$ cat config.mk
export PLATFORM = sky130hd
export DESIGN_NAME = vedic_mul16_seq
export DESIGN_NICKNAME = d
export VERILOG_FILES = /design/src/rtl/vedic_mul16_seq.sv
export SDC_FILE = /design/constraint.sdc
export NUM_CORES = 1
export LEC_CHECK = 0
export ABC_AREA = 0
export CAP_MARGIN = 10
export CORE_MARGIN = 3
export CORE_UTILIZATION = 45
export CTS_CLUSTER_SIZE = 24
export DETAILED_ROUTE_END_ITERATION = 6
export PLACE_DENSITY = 0.7
export SYNTH_ARGS = -nofsm -noshare
export SYNTH_HDL_FRONTEND = slang
export SYNTH_HIERARCHICAL = 1
export SYNTH_SLANG_ARGS = --single-unit
$ cat constraint.sdc
create_clock -name clk -period 9.8 [get_ports clk]
set_input_delay 1.47 -clock clk [delete_from_list [all_inputs] [get_ports clk]]
set_output_delay 1.47 -clock clk [all_outputs]
set_load 0.1 [all_outputs]
$ cat src/rtl/vedic_mul16_seq.sv
// Sequential 16x16 unsigned multiplier reusing one combinational vedic_8X8 core over four steps.
// Optional macro VEDIC_SEQ_ZSKIP_EN: zero operands skip the MUL phase and complete immediately.

module vedic_8X8 (
  input  logic [7:0]  a,
  input  logic [7:0]  b,
  output logic [15:0] c
);

  logic [7:0] q_ll, q_lh, q_hl, q_hh;

  // Vedic split: four 4x4 cross products recombined at nibble offsets
  assign q_ll = {4'b0, a[3:0]} * {4'b0, b[3:0]};
  assign q_lh = {4'b0, a[3:0]} * {4'b0, b[7:4]};
  assign q_hl = {4'b0, a[7:4]} * {4'b0, b[3:0]};
  assign q_hh = {4'b0, a[7:4]} * {4'b0, b[7:4]};

  assign c = {8'b0, q_ll} + {4'b0, q_lh, 4'b0} + {4'b0, q_hl, 4'b0} + {q_hh, 8'b0};

endmodule

module vedic_mul16_seq (
  input  logic        clk,
  input  logic        rst_n,
  input  logic        in_valid,
  output logic        in_ready,
  input  logic [15:0] a,
  input  logic [15:0] b,
  output logic        out_valid,
  input  logic        out_ready,
  output logic [31:0] p,
  output logic        busy
);

  typedef enum logic [1:0] {IDLE, MUL, DONE} state_t;

  state_t      state, state_next;
  logic [15:0] ra, rb;
  logic [1:0]  step;
  logic [31:0] acc;
  logic [7:0]  core_a, core_b;
  logic [15:0] core_c;
  logic [31:0] partial;
  logic        zero_op;

`ifdef VEDIC_SEQ_ZSKIP_EN
  assign zero_op = (a == 16'd0) || (b == 16'd0);
`else
  assign zero_op = 1'b0;
`endif

  vedic_8X8 u_core (
    .a (core_a),
    .b (core_b),
    .c (core_c)
  );

  always_comb begin
    core_a = ra[7:0];
    core_b = rb[7:0];
    case (step)
      2'd1:    core_b = rb[15:8];
      2'd2:    core_a = ra[15:8];
      2'd3:    begin core_a = ra[15:8]; core_b = rb[15:8]; end
      default: ;
    endcase
  end

  // Cross terms (steps 1 and 2) share the same 8-bit weight
  always_comb begin
    partial = {16'b0, core_c};
    case (step)
      2'd1, 2'd2: partial = {8'b0, core_c, 8'b0};
      2'd3:       partial = {core_c, 16'b0};
      default:    ;
    endcase
  end

  always_ff @(posedge clk or negedge rst_n) begin
    if (!rst_n) state <= IDLE;
    else        state <= state_next;
  end

  always_comb begin
    state_next = state;
    in_ready   = 1'b0;
    out_valid  = 1'b0;
    busy       = 1'b0;
    case (state)
      IDLE: begin
        in_ready = 1'b1;
        if (in_valid) state_next = zero_op ? DONE : MUL;
      end
      MUL: begin
        busy = 1'b1;
        if (step == 2'd3) state_next = DONE;
      end
      DONE: begin
        busy      = 1'b1;
        out_valid = 1'b1;
        if (out_ready) state_next = IDLE;
      end
      default: state_next = IDLE;
    endcase
  end

  always_ff @(posedge clk or negedge rst_n) begin
    if (!rst_n) begin
      ra   <= 16'd0;
      rb   <= 16'd0;
      step <= 2'd0;
      acc  <= 32'd0;
    end else begin
      case (state)
        IDLE: begin
          if (in_valid) begin
            ra   <= a;
            rb   <= b;
            acc  <= 32'd0;
            step <= 2'd0;
          end
        end
        MUL: begin
          acc  <= acc + partial;
          step <= step + 2'd1;
        end
        default: ;
      endcase
    end
  end

  assign p = acc;

endmodule

==> flow_summary_export.csv <==
group,metric,value,unit
logic_synthesis,synthMostInstantiatedCell,"sky130_fd_sc_hd__ha_1",
floorplanning,row_count,45,
logic_synthesis,yosys_register_bits,68,
worst_setup_path,cp_num_buf_inv,3,
detailed_routing,detail_route.first_pass.iterations,5,
logic_synthesis,synthDistinctLibCells,61,
clock_network,clock_pin_slew_worst_setup_and_hold_paths,0.06,ns
clock_network,cts-buffers-inserted,9,
logic_synthesis,postSynthNetCount,965,
grt,grt_util_all_layers,0.2062,
timing,timing_hold_violations_final,0,
floorplanning,die_area,0.01777,mm²
detailed_routing,drtIter0Drc,369,
worst_setup_path,worst_path_most_repeated_cell,"sky130_fd_sc_hd__ha_1",
worst_setup_path,worst-setup-path-type,"reg2reg",
logic_synthesis,synth.area.mux_share,0.07686,
worst_setup_path,critical_path.startpoint_type,"flop",
timing,achievable-frequency,0.1126,GHz
clock_network,ctsLongestPathBuffers,2,
worst_hold_path,worstHoldPathType,"reg2reg",
logic_synthesis,synth_top_cell_area_share,0.2333,
grt,gr-total-overflow,0,
timing,fin_crit_share,0.9066,
placement,io_buffers,70,
logic_synthesis,synth_async_sr_flop_share,1.000,
detailed_routing,num_vias,6026,
clock_network,cts-htree-levels,3,
grt,first_global_vias,5833,
worst_setup_path,critical-path-top-delay-family,"adder cells",
logic_synthesis,synth.cell_area,0.007293,mm²
placement,post-dp-hpwl,14080,µm
clock_network,numClockSinks,68,
detailed_routing,antenna_violating_nets_post_route,0,
grt,grt_start_max_net_pins,69,
final_layout,finish.net_count,1028,
outcome,outcome,"finished, final reports clean",
logic_synthesis,syn_avg_cell_area,9.232,µm²
logic_synthesis,synth_simple_gate_area_frac,0.1489,
timing,drv_slew,0,
logic_synthesis,synthAdderAreaFrac,0.2663,
logic_synthesis,synth_top_family_by_area,"adder cells",
worst_setup_path,critical_path_required,10.01,ns
worst_setup_path,crit_arrival,9.09,ns
logic_synthesis,main_synth_ff_type,"sky130_fd_sc_hd__dfrtp_1",
timing,setup_violations,0,
worst_setup_path,worst_path_max_delay_cell,"sky130_fd_sc_hd__nor2_1",
clock_network,worst_skew_pair.late_latency,0.36,ns
clock_network,post_cts_resized,0,
logic_synthesis,yosys-top-cells-area,"sky130_fd_sc_hd__dfrtp_1, sky130_fd_sc_hd__ha_1, sky130_fd_sc_hd__fa_1",
floorplanning,core_region_area,0.01554,mm²
logic_synthesis,ys.warnings.count,6,
detailed_routing,postRouteWirelength,18020,µm
placement,gp_congestion,0.8935,
detailed_routing,post_drt_wl_per_cell,16.86,µm
logic_synthesis,synth_sequential_area_ratio,0.2333,
clock_network,cts_hold_buffers,0,
run,timing.max_cap.violations,0,
logic_synthesis,syn_inst,790,
logic_synthesis,yosys.area_share.xor_xnor,0.05404,
grt,antenna_violations_before_repair,0,
timing,tightest_slew,1.070,ns
worst_setup_path,critical-path-max-stage-delay,0.60,ns
final_layout,diode_insertion_count_for_antenna_repair,0,
clock_network,root_buffer,"sky130_fd_sc_hd__clkbuf_16",
timing,timing.setup.tns,0,ns
logic_synthesis,number_of_flops_mapped_to_enable_cells_by_yosys,0,
floorplanning,fp.dieW,133.3,µm
logic_synthesis,top_cell_type_by_total_area_after_synthesis,"sky130_fd_sc_hd__dfrtp_1",
worst_setup_path,worst-path-max-fanout,19,
timing,max_slew_margin,0.2716,
grt,first_pass_grt_wire_length,29840,µm
detailed_routing,drt-vias-per-instance,5.637,
floorplanning,die_h,133.3,µm
logic_synthesis,synth_compound_area_frac,0.1808,
logic_synthesis,synth_commonest_cells,"sky130_fd_sc_hd__ha_1, sky130_fd_sc_hd__nand2_1, sky130_fd_sc_hd__dfrtp_1, sky130_fd_sc_hd__and2_1, sky130_fd_sc_hd__inv_1",
clock_network,cts_post_setup_buffers_inserted,0,
floorplanning,floorplan.initialDensity,0.4693,
worst_setup_path,cp-end-kind,"flop",
timing,layout_min_cycle_time,8.885,ns
final_layout,synthToLayoutAreaGrowth,16.57,%
detailed_routing,drt_drc_violations_left,0,
final_layout,layout_cells_sized_above_1,0.09324,
timing,grt_setup_unrepaired,"no",
clock_network,clock_tree_from_tritoncts,"yes",
timing,clock_skew,0.01098,ns
floorplanning,pin_count,71,
-- layer usage --
layer	vias up	global-route usage	wire length (µm)
met5	-	0	0
met4	0	0.05829	311
met3	23	0.03663	784
met2	167	0.3245	8104
met1	2896	0.2919	8822
li1	2940	-	-
-- per-stage QoR --
stage / hold slack [ns] / instances / cell area, µm² / worst slack, ns / util
2_1_floorplan: 0.4736 / 790 / 7293 / 1.803 / -
3_3_place_gp: 0.4862 / 1053 / 8193 / 1.180 / 0.5272
3_5_place_dp: 0.4891 / 1053 / 8193 / 0.9796 / 0.5272
4_1_cts: 0.5060 / 1069 / 8502 / 0.9216 / 0.5471
5_1_grt: 0.5122 / 1069 / 8502 / 0.3933 / 0.5471
6_report: 0.5060 / 1069 / 8502 / 0.9154 / 0.5471
-- area by class of cell --
type	instances	area, µm²
clock buffers	9	225.2
repair buffers	72	710.7
flip-flops and latches	68	1702
clock inverters	7	83.83
inverters	54	202.7
multi-input cells	648	5314
well taps	211	264.0
fillers	1441	7038
-- worst paths after layout --
path | startpoint | endpoint | cells after the start | slack, ns
worst min-delay path | ra[14]$_DFFE_PN0P_ | ra[14]$_DFFE_PN0P_ | 1 | 0.51
worst min register to register | ra[14]$_DFFE_PN0P_ | ra[14]$_DFFE_PN0P_ | 1 | 0.51
max in group asynchronous | rst_n | rb[5]$_DFFE_PN0P_ | 2 | 7.91
worst max register to register | step[0]$_DFFE_PN0P_ | p[24]$_DFFE_PN0P_ | 33 | 0.92
min in group asynchronous | rst_n | p[4]$_DFFE_PN0P_ | 2 | 1.31
worst max-delay path | step[0]$_DFFE_PN0P_ | p[24]$_DFFE_PN0P_ | 33 | 0.92
-- kinds of logic after synthesis --
kind of cell | count (synthesis)
flip-flops | 68
AND/OR/NAND/NOR | 218
multiplexers | 50
buffers and inverters | 74
adder cells (fa/ha/maj) | 139
AO/OA/AOI/OAI | 196
XOR/XNOR | 45
-- layout by cell type (no fill, tap or decap), types with 26 or more instances in the layout --
cell type / synthesis / final
sky130_fd_sc_hd__ha_1: 112 / 112
sky130_fd_sc_hd__nand2_1: 78 / 78
sky130_fd_sc_hd__clkdlybuf4s50_1: 0 / 69
sky130_fd_sc_hd__dfrtp_1: 68 / 68
sky130_fd_sc_hd__and2_1: 64 / 64
sky130_fd_sc_hd__inv_1: 54 / 54
sky130_fd_sc_hd__o21ai_0: 49 / 49
sky130_fd_sc_hd__mux2_2: 48 / 48
sky130_fd_sc_hd__a21oi_1: 36 / 36
sky130_fd_sc_hd__nor2_1: 34 / 34
sky130_fd_sc_hd__fa_1: 27 / 27
sky130_fd_sc_hd__xnor2_1: 26 / 26
-- registers in the layout, summed over array words and instances (netlist names) --
name / flops
p: 32
rb: 16
step: 2
state: 2
ra: 16
-- worst reg2reg max path: cells and delay by family (launching register included) --
kind / cells / cell delay, ns
xor+xnor: 3 / 0.44
fa+ha+maj: 9 / 3.59
mux: 1 / 0.50
compound gates: 14 / 2.70
buf+inv: 3 / 0.17
flops: 1 / 0.43
simple gates: 3 / 0.92
Power is not shown: default switching activity piles up to over one toggle a cycle in this logic, so the estimate is an artifact.
